[config.mk]
export PLATFORM = sky130hd
export DESIGN_NAME = wide_add_sequencer_flat
export DESIGN_NICKNAME = d
export VERILOG_FILES = /design/src/rtl/wide_add_pkg.sv /design/src/rtl/wide_add_sequencer_if.sv /design/src/rtl/wide_add_sequencer_slice_shift_reg.sv /design/src/rtl/wide_add_sequencer.sv /design/src/flat_wrapper.sv
export SDC_FILE = /design/constraint.sdc
export NUM_CORES = 1
export LEC_CHECK = 0
export CAP_MARGIN = 20
export CORE_AREA = 2 2 163 117
export CTS_CLUSTER_DIAMETER = 50
export DETAILED_ROUTE_END_ITERATION = 10
export DIE_AREA = 0 0 165 119
export HOLD_SLACK_MARGIN = 0.1
export PLACE_DENSITY_LB_ADDON = 0.15
export SYNTH_ARGS = -nofsm -noshare
export SYNTH_HDL_FRONTEND = slang
export SYNTH_SLANG_ARGS = --single-unit
[constraint.sdc]
create_clock -name clk_i -period 3.8 [get_ports clk_i]
set_input_delay 0.76 -clock clk_i [delete_from_list [all_inputs] [get_ports clk_i]]
set_output_delay 0.76 -clock clk_i [all_outputs]
set_load 0.005 [all_outputs]
[src/rtl/wide_add_pkg.sv]
// rtl/wide_add_pkg.sv - shared types and constants for the wide add sequencer
package wide_add_pkg;

  typedef enum logic [1:0] {
    IDLE = 2'd0,
    RUN  = 2'd1,
    DONE = 2'd2
  } state_e;

  localparam int SLICE_W = 16;

  // A single-slice operand still needs a 1-bit counter.
  function automatic int cnt_width(input int width);
    int n;
    n = width / SLICE_W;
    return (n <= 1) ? 1 : $clog2(n);
  endfunction

endpackage

[src/rtl/wide_add_sequencer_if.sv]
// rtl/wide_add_sequencer_if.sv - request, shared-adder and result signals of the sequencer
// req_sub_i exists only when WIDE_ADD_SUB_EN is defined.
interface wide_add_sequencer_if #(
  parameter int WIDTH = 64
);
  logic             req_valid_i;
  logic             req_ready_o;
  logic [WIDTH-1:0] req_a_i;
  logic [WIDTH-1:0] req_b_i;
  logic             req_carry_i;
`ifdef WIDE_ADD_SUB_EN
  logic             req_sub_i;
`endif
  logic [15:0]      add_a_o;
  logic [15:0]      add_b_o;
  logic             add_carry_o;
  logic [15:0]      add_sum_i;
  logic             add_carry_i;
  logic             res_valid_o;
  logic             res_ready_i;
  logic [WIDTH-1:0] res_sum_o;
  logic             res_carry_o;

  modport slave (
    input  req_valid_i, req_a_i, req_b_i, req_carry_i,
`ifdef WIDE_ADD_SUB_EN
    input  req_sub_i,
`endif
    input  add_sum_i, add_carry_i, res_ready_i,
    output req_ready_o, add_a_o, add_b_o, add_carry_o,
    output res_valid_o, res_sum_o, res_carry_o
  );

  modport master (
    output req_valid_i, req_a_i, req_b_i, req_carry_i,
`ifdef WIDE_ADD_SUB_EN
    output req_sub_i,
`endif
    output add_sum_i, add_carry_i, res_ready_i,
    input  req_ready_o, add_a_o, add_b_o, add_carry_o,
    input  res_valid_o, res_sum_o, res_carry_o
  );

endinterface

[src/rtl/wide_add_sequencer_slice_shift_reg.sv]
// rtl/wide_add_sequencer_slice_shift_reg.sv - WIDTH-bit register with parallel load and 16-bit right shift
// Only the low OUT_W bits are exported so operand registers expose just the current slice.
module slice_shift_reg
  import wide_add_pkg::*;
#(
  parameter int WIDTH = 64,
  parameter int OUT_W = WIDTH
) (
  input  logic               clk_i,
  input  logic               rst_ni,
  input  logic               load_i,
  input  logic [WIDTH-1:0]   load_data_i,
  input  logic               shift_i,
  input  logic [SLICE_W-1:0] insert_i,
  output logic [OUT_W-1:0]   data_o
);

  logic [WIDTH-1:0] data_q;
  logic [WIDTH-1:0] data_d;
  logic [WIDTH-1:0] shifted;

  generate
    if (WIDTH == SLICE_W) begin : g_single
      assign shifted = insert_i;
    end else begin : g_multi
      assign shifted = {insert_i, data_q[WIDTH-1:SLICE_W]};
    end
  endgenerate

  always_comb begin
    data_d = data_q;
    if (load_i) begin
      data_d = load_data_i;
    end else if (shift_i) begin
      data_d = shifted;
    end
  end

  always_ff @(posedge clk_i) begin
    if (!rst_ni) begin
      data_q <= '0;
    end else begin
      data_q <= data_d;
    end
  end

  assign data_o = data_q[OUT_W-1:0];

endmodule

[src/rtl/wide_add_sequencer.sv]
// rtl/wide_add_sequencer.sv - adds WIDTH-bit operands one 16-bit slice per cycle on a shared adder
// Subtraction (A + ~B + 1) is available when WIDE_ADD_SUB_EN is defined.
module wide_add_sequencer
  import wide_add_pkg::*;
#(
  parameter int WIDTH = 64
) (
  input  logic                  clk_i,
  input  logic                  rst_ni,
  wide_add_sequencer_if.slave   bus
);

  localparam int N  = WIDTH / SLICE_W;
  localparam int CW = cnt_width(WIDTH);

  state_e               state_q;
  logic [CW-1:0]        cnt_q;
  logic                 carry_q;
  logic                 ready_q;
  logic                 valid_q;
  logic                 accept;
  logic                 run;
  logic [WIDTH-1:0]     b_load;
  logic                 carry_load;
  logic [SLICE_W-1:0]   a_slice;
  logic [SLICE_W-1:0]   b_slice;
  logic [WIDTH-1:0]     sum_q;

  assign accept = ready_q & bus.req_valid_i;
  assign run    = (state_q == RUN);

`ifdef WIDE_ADD_SUB_EN
  assign b_load     = bus.req_sub_i ? ~bus.req_b_i : bus.req_b_i;
  assign carry_load = bus.req_sub_i ? 1'b1 : bus.req_carry_i;
`else
  assign b_load     = bus.req_b_i;
  assign carry_load = bus.req_carry_i;
`endif

  slice_shift_reg #(.WIDTH(WIDTH), .OUT_W(SLICE_W)) u_a_reg (
    .clk_i       (clk_i),
    .rst_ni      (rst_ni),
    .load_i      (accept),
    .load_data_i (bus.req_a_i),
    .shift_i     (run),
    .insert_i    ('0),
    .data_o      (a_slice)
  );

  slice_shift_reg #(.WIDTH(WIDTH), .OUT_W(SLICE_W)) u_b_reg (
    .clk_i       (clk_i),
    .rst_ni      (rst_ni),
    .load_i      (accept),
    .load_data_i (b_load),
    .shift_i     (run),
    .insert_i    ('0),
    .data_o      (b_slice)
  );

  // Each slice result enters at the top, so after N shifts slice 0 sits at the bottom.
  slice_shift_reg #(.WIDTH(WIDTH), .OUT_W(WIDTH)) u_sum_reg (
    .clk_i       (clk_i),
    .rst_ni      (rst_ni),
    .load_i      (accept),
    .load_data_i ('0),
    .shift_i     (run),
    .insert_i    (bus.add_sum_i),
    .data_o      (sum_q)
  );

  always_ff @(posedge clk_i) begin
    if (!rst_ni) begin
      state_q <= IDLE;
      cnt_q   <= '0;
      carry_q <= 1'b0;
      ready_q <= 1'b1;
      valid_q <= 1'b0;
    end else begin
      case (state_q)
        IDLE: begin
          if (bus.req_valid_i) begin
            state_q <= RUN;
            cnt_q   <= '0;
            carry_q <= carry_load;
            ready_q <= 1'b0;
          end
        end
        RUN: begin
          carry_q <= bus.add_carry_i;
          cnt_q   <= cnt_q + CW'(1);
          if (cnt_q == CW'(N - 1)) begin
            state_q <= DONE;
            valid_q <= 1'b1;
          end
        end
        DONE: begin
          if (bus.res_ready_i) begin
            state_q <= IDLE;
            valid_q <= 1'b0;
            ready_q <= 1'b1;
          end
        end
        default: begin
          state_q <= IDLE;
          ready_q <= 1'b1;
          valid_q <= 1'b0;
        end
      endcase
    end
  end

  assign bus.req_ready_o = ready_q;
  assign bus.res_valid_o = valid_q;
  assign bus.res_sum_o   = sum_q;
  assign bus.res_carry_o = carry_q;
  assign bus.add_a_o     = run ? a_slice : '0;
  assign bus.add_b_o     = run ? b_slice : '0;
  assign bus.add_carry_o = run & carry_q;

endmodule
[src/flat_wrapper.sv]
// flat-port wrapper written by rule: the top's interface ports become plain ports
module wide_add_sequencer_flat import wide_add_pkg::*;
#(
  parameter int WIDTH = 64
)
  (clk_i, rst_ni, bus_req_valid_i, bus_req_a_i, bus_req_b_i, bus_req_carry_i, bus_add_sum_i, bus_add_carry_i, bus_res_ready_i, bus_req_ready_o, bus_add_a_o, bus_add_b_o, bus_add_carry_o, bus_res_valid_o, bus_res_sum_o, bus_res_carry_o);
  wide_add_sequencer_if #(.WIDTH(WIDTH)) bus_i ();
  input  logic clk_i;
  input  logic rst_ni;
  input wire logic [$bits(bus_i.req_valid_i)-1:0] bus_req_valid_i;
  input wire logic [$bits(bus_i.req_a_i)-1:0] bus_req_a_i;
  input wire logic [$bits(bus_i.req_b_i)-1:0] bus_req_b_i;
  input wire logic [$bits(bus_i.req_carry_i)-1:0] bus_req_carry_i;
  input wire logic [$bits(bus_i.add_sum_i)-1:0] bus_add_sum_i;
  input wire logic [$bits(bus_i.add_carry_i)-1:0] bus_add_carry_i;
  input wire logic [$bits(bus_i.res_ready_i)-1:0] bus_res_ready_i;
  output wire logic [$bits(bus_i.req_ready_o)-1:0] bus_req_ready_o;
  output wire logic [$bits(bus_i.add_a_o)-1:0] bus_add_a_o;
  output wire logic [$bits(bus_i.add_b_o)-1:0] bus_add_b_o;
  output wire logic [$bits(bus_i.add_carry_o)-1:0] bus_add_carry_o;
  output wire logic [$bits(bus_i.res_valid_o)-1:0] bus_res_valid_o;
  output wire logic [$bits(bus_i.res_sum_o)-1:0] bus_res_sum_o;
  output wire logic [$bits(bus_i.res_carry_o)-1:0] bus_res_carry_o;
  assign bus_i.req_valid_i = bus_req_valid_i;
  assign bus_i.req_a_i = bus_req_a_i;
  assign bus_i.req_b_i = bus_req_b_i;
  assign bus_i.req_carry_i = bus_req_carry_i;
  assign bus_i.add_sum_i = bus_add_sum_i;
  assign bus_i.add_carry_i = bus_add_carry_i;
  assign bus_i.res_ready_i = bus_res_ready_i;
  assign bus_req_ready_o = bus_i.req_ready_o;
  assign bus_add_a_o = bus_i.add_a_o;
  assign bus_add_b_o = bus_i.add_b_o;
  assign bus_add_carry_o = bus_i.add_carry_o;
  assign bus_res_valid_o = bus_i.res_valid_o;
  assign bus_res_sum_o = bus_i.res_sum_o;
  assign bus_res_carry_o = bus_i.res_carry_o;
  wide_add_sequencer #(.WIDTH(WIDTH)) u_core (.clk_i(clk_i), .rst_ni(rst_ni), .bus(bus_i));
endmodule
# After elaboration in Yosys (flattened, before gate mapping)
# Cells that the tools add are included.
# W data, S select, Z words.
# word_totals
regBits	199
latchBits	0
ramBits	0
romBits	0
in_bits	150
output_inout_bits	100
wordCells	48
mem_count	0
# op_classes
add_sub_neg	1
mul	0
n_div	0
magnitude_cmp	0
eq_ne	6
n_shift	0
muxes	20
bitwise	5
reduce_logical	8
# op_table
op	count
$mux W64	4
$mux W16	2
$reduce_and A3 Y1	3
$mux W2	4
$ne A2 B2 Y1 const B	3
$pmux W1 S3	2
$pmux W2 S3	1
$mux W1	5
$eq A2 B2 Y1 const B	2
$pmux W2 S2	1
$reduce_bool A2 Y1	2
$not A1 Y1	3
$add A2 B1 Y2 const B	1
$and A1 B1 Y1	2
$eq A2 B1 Y1 const B	1
$logic_not A2 Y1	1
$pmux W1 S2	1
$reduce_and A2 Y1	1
$reduce_or A2 Y1	1

# Logic depth before layout (Yosys ltp)
# Gate-level depths: netlist of the first run.
# logic_depth
ltp_word	3
depth_mapped	7
mapped_depth_nobuf	4

# By module
# Synthesis of the first run repeated with hierarchy kept, for this count alone.
# unflattened
hier_cells	961
hier_area_um2	11342.1
# modules_own_cells
mod	instances	cells_per_inst	area_each_um2	seq_area_each_um2
slice_shift_reg (u_core.u_a_reg ...)	2	300	3619.7	1281.2
slice_shift_reg (u_core.u_sum_reg)	1	284	3499.6	1281.2
wide_add_sequencer	1	77	603.1	140.1

# Worst setup path after synthesis of the first run
# No wires, ideal clock.
# synth_timing
kind	register -> output
startpoint	register u_core.state_q[0]
endpoint	output port bus_add_a_o[15]
arrival_time_ns	1.123
t_required_ns	3.040
path_slack_ns	1.917
stages_incl_launch_ff	7
n_path_buf	4
path_cell_list	dfxtp_1 > buf_4 > nor2b_1 > buf_4 > buf_6 > buf_2 > and2_1
# synth_between
elab_chain_len	2
# synth_rtl
element	line_no	source
from (decl)	wide_add_sequencer.sv:16	state_e state_q;
from (signal assigned)	wide_add_sequencer.sv:73	state_q <= IDLE;
from (signal assigned)	wide_add_sequencer.sv:82	state_q <= RUN;
from (signal assigned)	wide_add_sequencer.sv:92	state_q <= DONE;
$eq A2 B1 Y1	wide_add_sequencer.sv:30	assign run = (state_q == RUN);
$mux W16	wide_add_sequencer.sv:116	assign bus.add_a_o = run ? a_slice : '0;
to (decl)	flat_wrapper.sv:18	output wire logic [$bits(bus_i.add_a_o)-1:0] bus_add_a_o;
# No other way between the ends.

# Final worst setup path of the first run
# layout_timing
startpoint	register u_core.state_q[0]
endpoint	output port bus_add_b_o[10]
# layout_between
elab_chain_len	2
# layout_rtl
element	line_no	source
$eq A2 B1 Y1	wide_add_sequencer.sv:30	
$mux W16	wide_add_sequencer.sv:117	assign bus.add_b_o = run ? b_slice : '0;
to (decl)	flat_wrapper.sv:19	output wire logic [$bits(bus_i.add_b_o)-1:0] bus_add_b_o;
# No other way between the ends.

==> impl_metrics.tcl, run 1 <==
set metrics [dict create \
    status "completed" \
    grt_pass1_wl_um 35800 \
    cts_made_buffers 17 \
    synth_top_area_cell "dfxtp_1" \
    fillers 1731 \
    finalMaxSlewViolations 0 \
    synth-simple-area-share_pct 22.3 \
    final.min_clock_period_ns 3.17 \
    synth_common_cells "nand2_1, dfxtp_1, o21ai_0, a31oi_1, a21oi_1" \
    endpoint_kind "primary output" \
    hpwl_um 15100 \
    die-width_um 165 \
    synth_compound_area_share_pct 21.4 \
    syn_nets 1178 \
    nets 1360 \
    synth_fa_ha_area_share_pct 0.156 \
    synth_edf_count 0 \
    path_clk_slew_ns 0.08 \
    ant_nets 0 \
    finalSetupTns_ns 0 \
    fp.dieH_um 119 \
    synth-main-ff-cell "dfxtp_1" \
    async_flop_share_pct 0 \
    antenna_found_initial 1 \
    synth_top_area_share_pct 49.8 \
    finalWirelength_um 23300 \
    cp_cell_sequence "nor2b_4 > buf_12 > and2_1 > clkdlybuf4s50_1" \
    clk_latency_ns 0.43 \
    crit_family "buffers and inverters" \
    clock_skew_ns 0.00853 \
    syn-instance-count 1027 \
    ys_ff_latch 199 \
    clock-sinks 199 \
    rows 42 \
    drc_errors 0 \
    hold_violations 0 \
    die_area_mm2 0.0196 \
    ys_top_cells_by_area "dfxtp_1, nand2_1, a31oi_1" \
    layout-drive-gt1-share_pct 3.76 \
    synthXorXnorAreaFrac_pct 0 \
    register_area_mm2 0.00398 \
    ios 250 \
    slew_headroom_pct 39.7 \
    fmax_ghz 0.315 \
    grt_util_all_layers_pct 23.2 \
    synth.distinct_cells 29 \
    crit_type "reg -> out" \
    p_leak_nw 3.77 \
    cts_tree "yes" \
    root_buffer "clkbuf_16" \
    synth.yosys.warnings 0 \
    rsz0062_at_grt "no" \
    cts_setup_buffers 0 \
    critPathArrivalTime_ns 2.41 \
    finalCritPeriodShare_pct 83.4 \
    grt_max_degree 132 \
    avgSynthCellArea_um2 7.79 \
    hp-class "reg -> reg" \
    area_delta_synth_final_pct 37.8 \
    critPathMaxStageDelay_ns 0.55 \
    muxShareOfSynthArea_pct 0.125 \
    htreeDepth 4 \
    start_kind "register" \
    cts_hold_buf 0 \
    tightest_slew_ns 0.905 \
    portBuffers 249 \
    setup_viol 0 \
    syn_area_mm2 0.00800 \
    yosysSeqAreaShare_pct 49.8 \
    start_util_pct 43.6 \
    vias_per_cell 5.14 \
    dr_total_vias 7524 \
    required_ns 3.04 \
    cp_num_buf_inv 2 \
    multi_input_area_mm2 0.00354 \
    p_per_area_mw_per_mm2 420 \
    grt_pass1_vias 6580 \
    overflow 0 \
    wl_per_cell_um 15.9 \
    cap_violations 0 \
    cts_resized 0 \
    place_congestion 0.825 \
    r2r_slack_ns 1.74 \
    cts.path.max_buffers 2 \
    yosys.cell_count.top_type "nand2_1" \
    power_mw 4.63 \
    peakVddDrop_mv 0.293 \
    crit_path_max_fanout 106 \
    cp_slowest_cell "dfxtp_1" \
    drt_iter0_markers 824 \
    core_mm2 0.0183 \
    synth_top_family_by_area "simple AND/OR/NAND/NOR gates" \
    first_pass_iters 5 \
]
## kinds of logic after synthesis
kind of cell / count (synthesis)
fa+ha+maj: 1
compound gates: 297
buf+inv: 95
flops: 199
simple gates: 434
mux: 1
## tightest hold or removal path: stages, from the launching register on
cell and delay, ns:
dfxtp_1 0.31, nand2_1 0.05, a21oi_1 0.05
## power breakdown
group          total [mW]  internal, mW  switching (mW)
Combinational       0.608         0.299           0.309
Clock                1.74         0.870           0.872
Sequential           2.28          2.21          0.0752
## state kept, by name, summed over array words and instances (netlist names)
signal / cells
u_core.u_b_reg.data_q: 64
u_core.u_sum_reg.data_o: 64
u_core.bus.req_ready_o: 1
u_core.bus.res_valid_o: 1
u_core.state_q: 2
u_core.cnt_q: 2
u_core.u_a_reg.data_q: 64
u_core.bus.res_carry_o: 1
## routing by layer
layer | up-vias | share of wire (%) | global-route usage [%]
met1 | 3447 | 51 | 36.7
met3 | 21 | 6.8 | 5.02
met2 | 226 | 41 | 30.8
met5 | - | 0 | 0
met4 | 0 | 1.5 | 7.17
li1 | 3830 | - | -
## area by class of cell
type / instances / area share (%)
flip-flops and latches: 199 / 36.1
multi-input cells: 733 / 32.1
clock inverters: 15 / 1.25
repair buffers: 257 / 23.8
inverters: 1 / 0.0341
clock buffers: 17 / 3.86
diodes: 1 / 0.0227
well taps: 242 / 2.75
## stage by stage
stage	cells	cell area [um^2]	worst slack (ns)	util [%]	hold WS, ns
CTS	1464	11000	0.661	60.1	0.459
detailed placement	1432	10500	1.03	57.0	0.447
floorplan	1027	8000	1.92	-	0.443
global placement	1432	10500	1.07	57.0	0.443
global route	1464	11000	0.514	60.1	0.476
finish	1465	11000	0.630	60.1	0.456
## layout by cell type, fill, tap and decap left out, types with 4 or more instances in the layout
cell type / Yosys / routed
a21boi_0: 19 / 19
a21boi_1: 13 / 13
a21oi_1: 66 / 66
a31oi_1: 96 / 96
and2_1: 36 / 36
buf_12: 0 / 6
clkbuf_16: 0 / 17
clkdlybuf4s50_1: 0 / 248
dfxtp_1: 199 / 199
inv_6: 0 / 5
nand2_1: 353 / 353
nand3_1: 32 / 32
nor2_1: 4 / 4
o21ai_0: 97 / 97
## worst paths after layout
| check | endpoint | depth (start not counted) | from |
|---|---|---|---|
| setup / recovery | bus_add_b_o[10] | 4 | u_core.state_q[0]$_SDFFE_PN0P_ |
| setup reg to reg | u_core.u_b_reg.data_q[51]$_SDFFE_PN0P_ | 4 | u_core.state_q[1]$_SDFFE_PN0P_ |
| hold reg to reg | u_core.u_sum_reg.data_o[3]$_SDFFE_PP0P_ | 2 | u_core.u_sum_reg.data_o[3]$_SDFFE_PP0P_ |
| hold / removal | u_core.u_sum_reg.data_o[3]$_SDFFE_PP0P_ | 2 | u_core.u_sum_reg.data_o[3]$_SDFFE_PP0P_ |
(Power assumes the default switching activity.)
==> run 2: changes to the inputs <==
Settings changed: CORE_AREA 2 2 163 117 to 2 2 168 121, DIE_AREA 0 0 165 119 to 0 0 170 123.
Clock period 3.8 ns to 2.8 ns, I/O delays scaled along.
==> run 2 against run 1 <==
Effect of this change:
- worst hold slack gained 0.0024 ns
- first-iteration DRC count shrank 1.1%
- largest power group unchanged
- count of clock-buffer cells in the layout is the same
- utilization shrank 2.3 points
- sequential share of layout area shrank 0.53 points
- power grew 38%
- design area grew 1.5%
- via count grew 0.90%
==> impl_metrics.tcl, run 2 (synthesis results as in run 1) <==
set metrics [dict create \
    core_mm2 0.0194 \
    crit_path_max_fanout 59 \
    dp_cells 1451 \
    finalCritPeriodShare_pct 92.9 \
    root_buffer "clkbuf_16" \
    clock-sinks 199 \
    required_ns 2.24 \
    hold_violations 0 \
    cts_made_buffers 17 \
    fp.dieH_um 123 \
    r2r_slack_ns 1.01 \
    overflow 0 \
    fmax_ghz 0.384 \
    use_met3_pct 6.53 \
    wl_per_cell_um 16.3 \
    start_kind "register" \
    clkPwrFrac_pct 38.3 \
    hpwl_um 16600 \
    tightest_slew_ns 0.648 \
    slew_headroom_pct 56.8 \
    endpoint_kind "primary output" \
    status "completed" \
    p_leak_nw 3.86 \
    cts.path.max_buffers 2 \
    place_congestion 0.863 \
    cts_tree "yes" \
    setup_viol 0 \
    finalSetupTns_ns 0 \
    layout-drive-gt1-share_pct 4.94 \
    start_util_pct 41.3 \
    use_met1_pct 36.6 \
    hp-class "reg -> reg" \
    portBuffers 249 \
    layout_commonest_cell "nand2_1" \
    clock_skew_ns 0.0199 \
    grt_max_degree 91 \
    final.min_clock_period_ns 2.60 \
    p_sw_mw 1.71 \
    p_per_area_mw_per_mm2 573 \
    p_comb_share_pct 13.4 \
    reg2reg_depth 5 \
    clk_latency_ns 0.43 \
    crit_type "reg -> out" \
    cap_violations 0 \
    finalWirelength_um 24300 \
    switching_share_pct 26.7 \
    path_clk_slew_ns 0.07 \
    fin_cells 1486 \
    whs_endpoint "u_core.u_sum_reg.data_o[10]$_SDFFE_PP0P_" \
    area_delta_synth_final_pct 39.9 \
    vias_per_cell 5.11 \
    die_area_mm2 0.0209 \
    ios 250 \
    cts_setup_buffers 0 \
    antenna_found_initial 5 \
    power_mw 6.41 \
    ant_nets 0 \
    die-width_um 170 \
    first_pass_iters 5 \
    drc_errors 0 \
    whs_path_depth 2 \
    grt_pass1_wl_um 37100 \
    grt_pass1_vias 6666 \
    p_seq_share_pct 48.4 \
    intPower_mw 4.70 \
    critPathArrivalTime_ns 2.04 \
    cts_hold_buf 0 \
    r2r_end "u_core.u_a_reg.data_q[20]$_SDFFE_PN0P_" \
    htreeDepth 4 \
    cts_resized 0 \
    rsz0062_at_grt "no" \
    busiest_layer "met1" \
    dr_total_vias 7592 \
    rows 43 \
    grt.met2_usage_pct 29.3 \
    nets 1374 \
    finalMaxSlewViolations 0 \
    hold_path.startpoint "u_core.u_sum_reg.data_o[10]$_SDFFE_PP0P_" \
    drt_iter0_markers 815 \
    grt_util_all_layers_pct 22.8 \
    r2r_start "u_core.state_q[0]$_SDFFE_PN0P_" \
    most-common-layout-cells "nand2_1, clkdlybuf4s50_1, dfxtp_1" \
    peakVddDrop_mv 0.447 \
]
[run 2: cell count changes in the layout (fill, tap and decap cells not counted), sizes merged]
cell	change
diode	+2
bufinv	+1
inv	-1
buf	+14
[run 2: final cells by class]
cell class	count	area, um^2
fillers	1801	8180
flip-flops and latches	199	3990
multi-input cells	733	3540
repair buffers	271	2760
clock buffers	17	425
well taps	247	309
clock inverters	15	164
diodes	3	7.51
inverters	1	3.75
[run 2: worst max-delay path, cell delays in order, from the launching register on]
cell and delay, ns:
dfxtp_2 0.44, nor2b_4 0.21, buf_12 0.24, and2_1 0.18, clkdlybuf4s50_1 0.50
[run 2: worst max path at each step]
| stage | from | to | slack [ns] | depth (start not counted) |
|---|---|---|---|---|
| 4_1_cts | u_core.state_q[0]$_SDFFE_PN0P_ | bus_add_a_o[6] | 0.04 | 4 |
| 5_1_grt | u_core.state_q[0]$_SDFFE_PN0P_ | bus_add_a_o[9] | 0.09 | 4 |
| 3_3_place_gp | u_core.state_q[0]$_SDFFE_PN0P_ | bus_add_a_o[6] | 0.58 | 4 |
| 6_report | u_core.state_q[0]$_SDFFE_PN0P_ | bus_add_a_o[6] | 0.20 | 4 |
| 3_5_place_dp | u_core.state_q[0]$_SDFFE_PN0P_ | bus_add_a_o[4] | 0.51 | 4 |
| 2_1_floorplan | u_core.state_q[0]$_SDFFE_PN0P_ | bus_add_a_o[15] | 1.12 | 6 |
[run 2: stage by stage]
stage	hold WS (ns)	util (%)	setup WS [ns]	instance area, um^2
floorplan	0.443	-	1.12	8000
global placement	0.443	54.7	0.575	10600
detailed placement	0.445	54.7	0.514	10600
CTS	0.456	57.7	0.0353	11200
global route	0.476	57.7	0.0879	11200
finish	0.458	57.8	0.198	11200
[run 2: power groups by stage]
stage | clock network, mW | logic [mW] | registers, mW
detailed placement | 0 | 0.858 | 3.16
global placement | 0 | 0.850 | 3.16
finish | 2.45 | 0.857 | 3.10
global route | 2.62 | 0.953 | 3.12
floorplan | 0 | 0.469 | 3.13
CTS | 2.49 | 0.861 | 3.10
[run 2: layer usage]
metal  vias to the layer above  wire length, um
li1                       3859                -
met1                      3524            13000
met2                       201             9610
met3                         6             1510
met4                         2              106
met5                         -               16
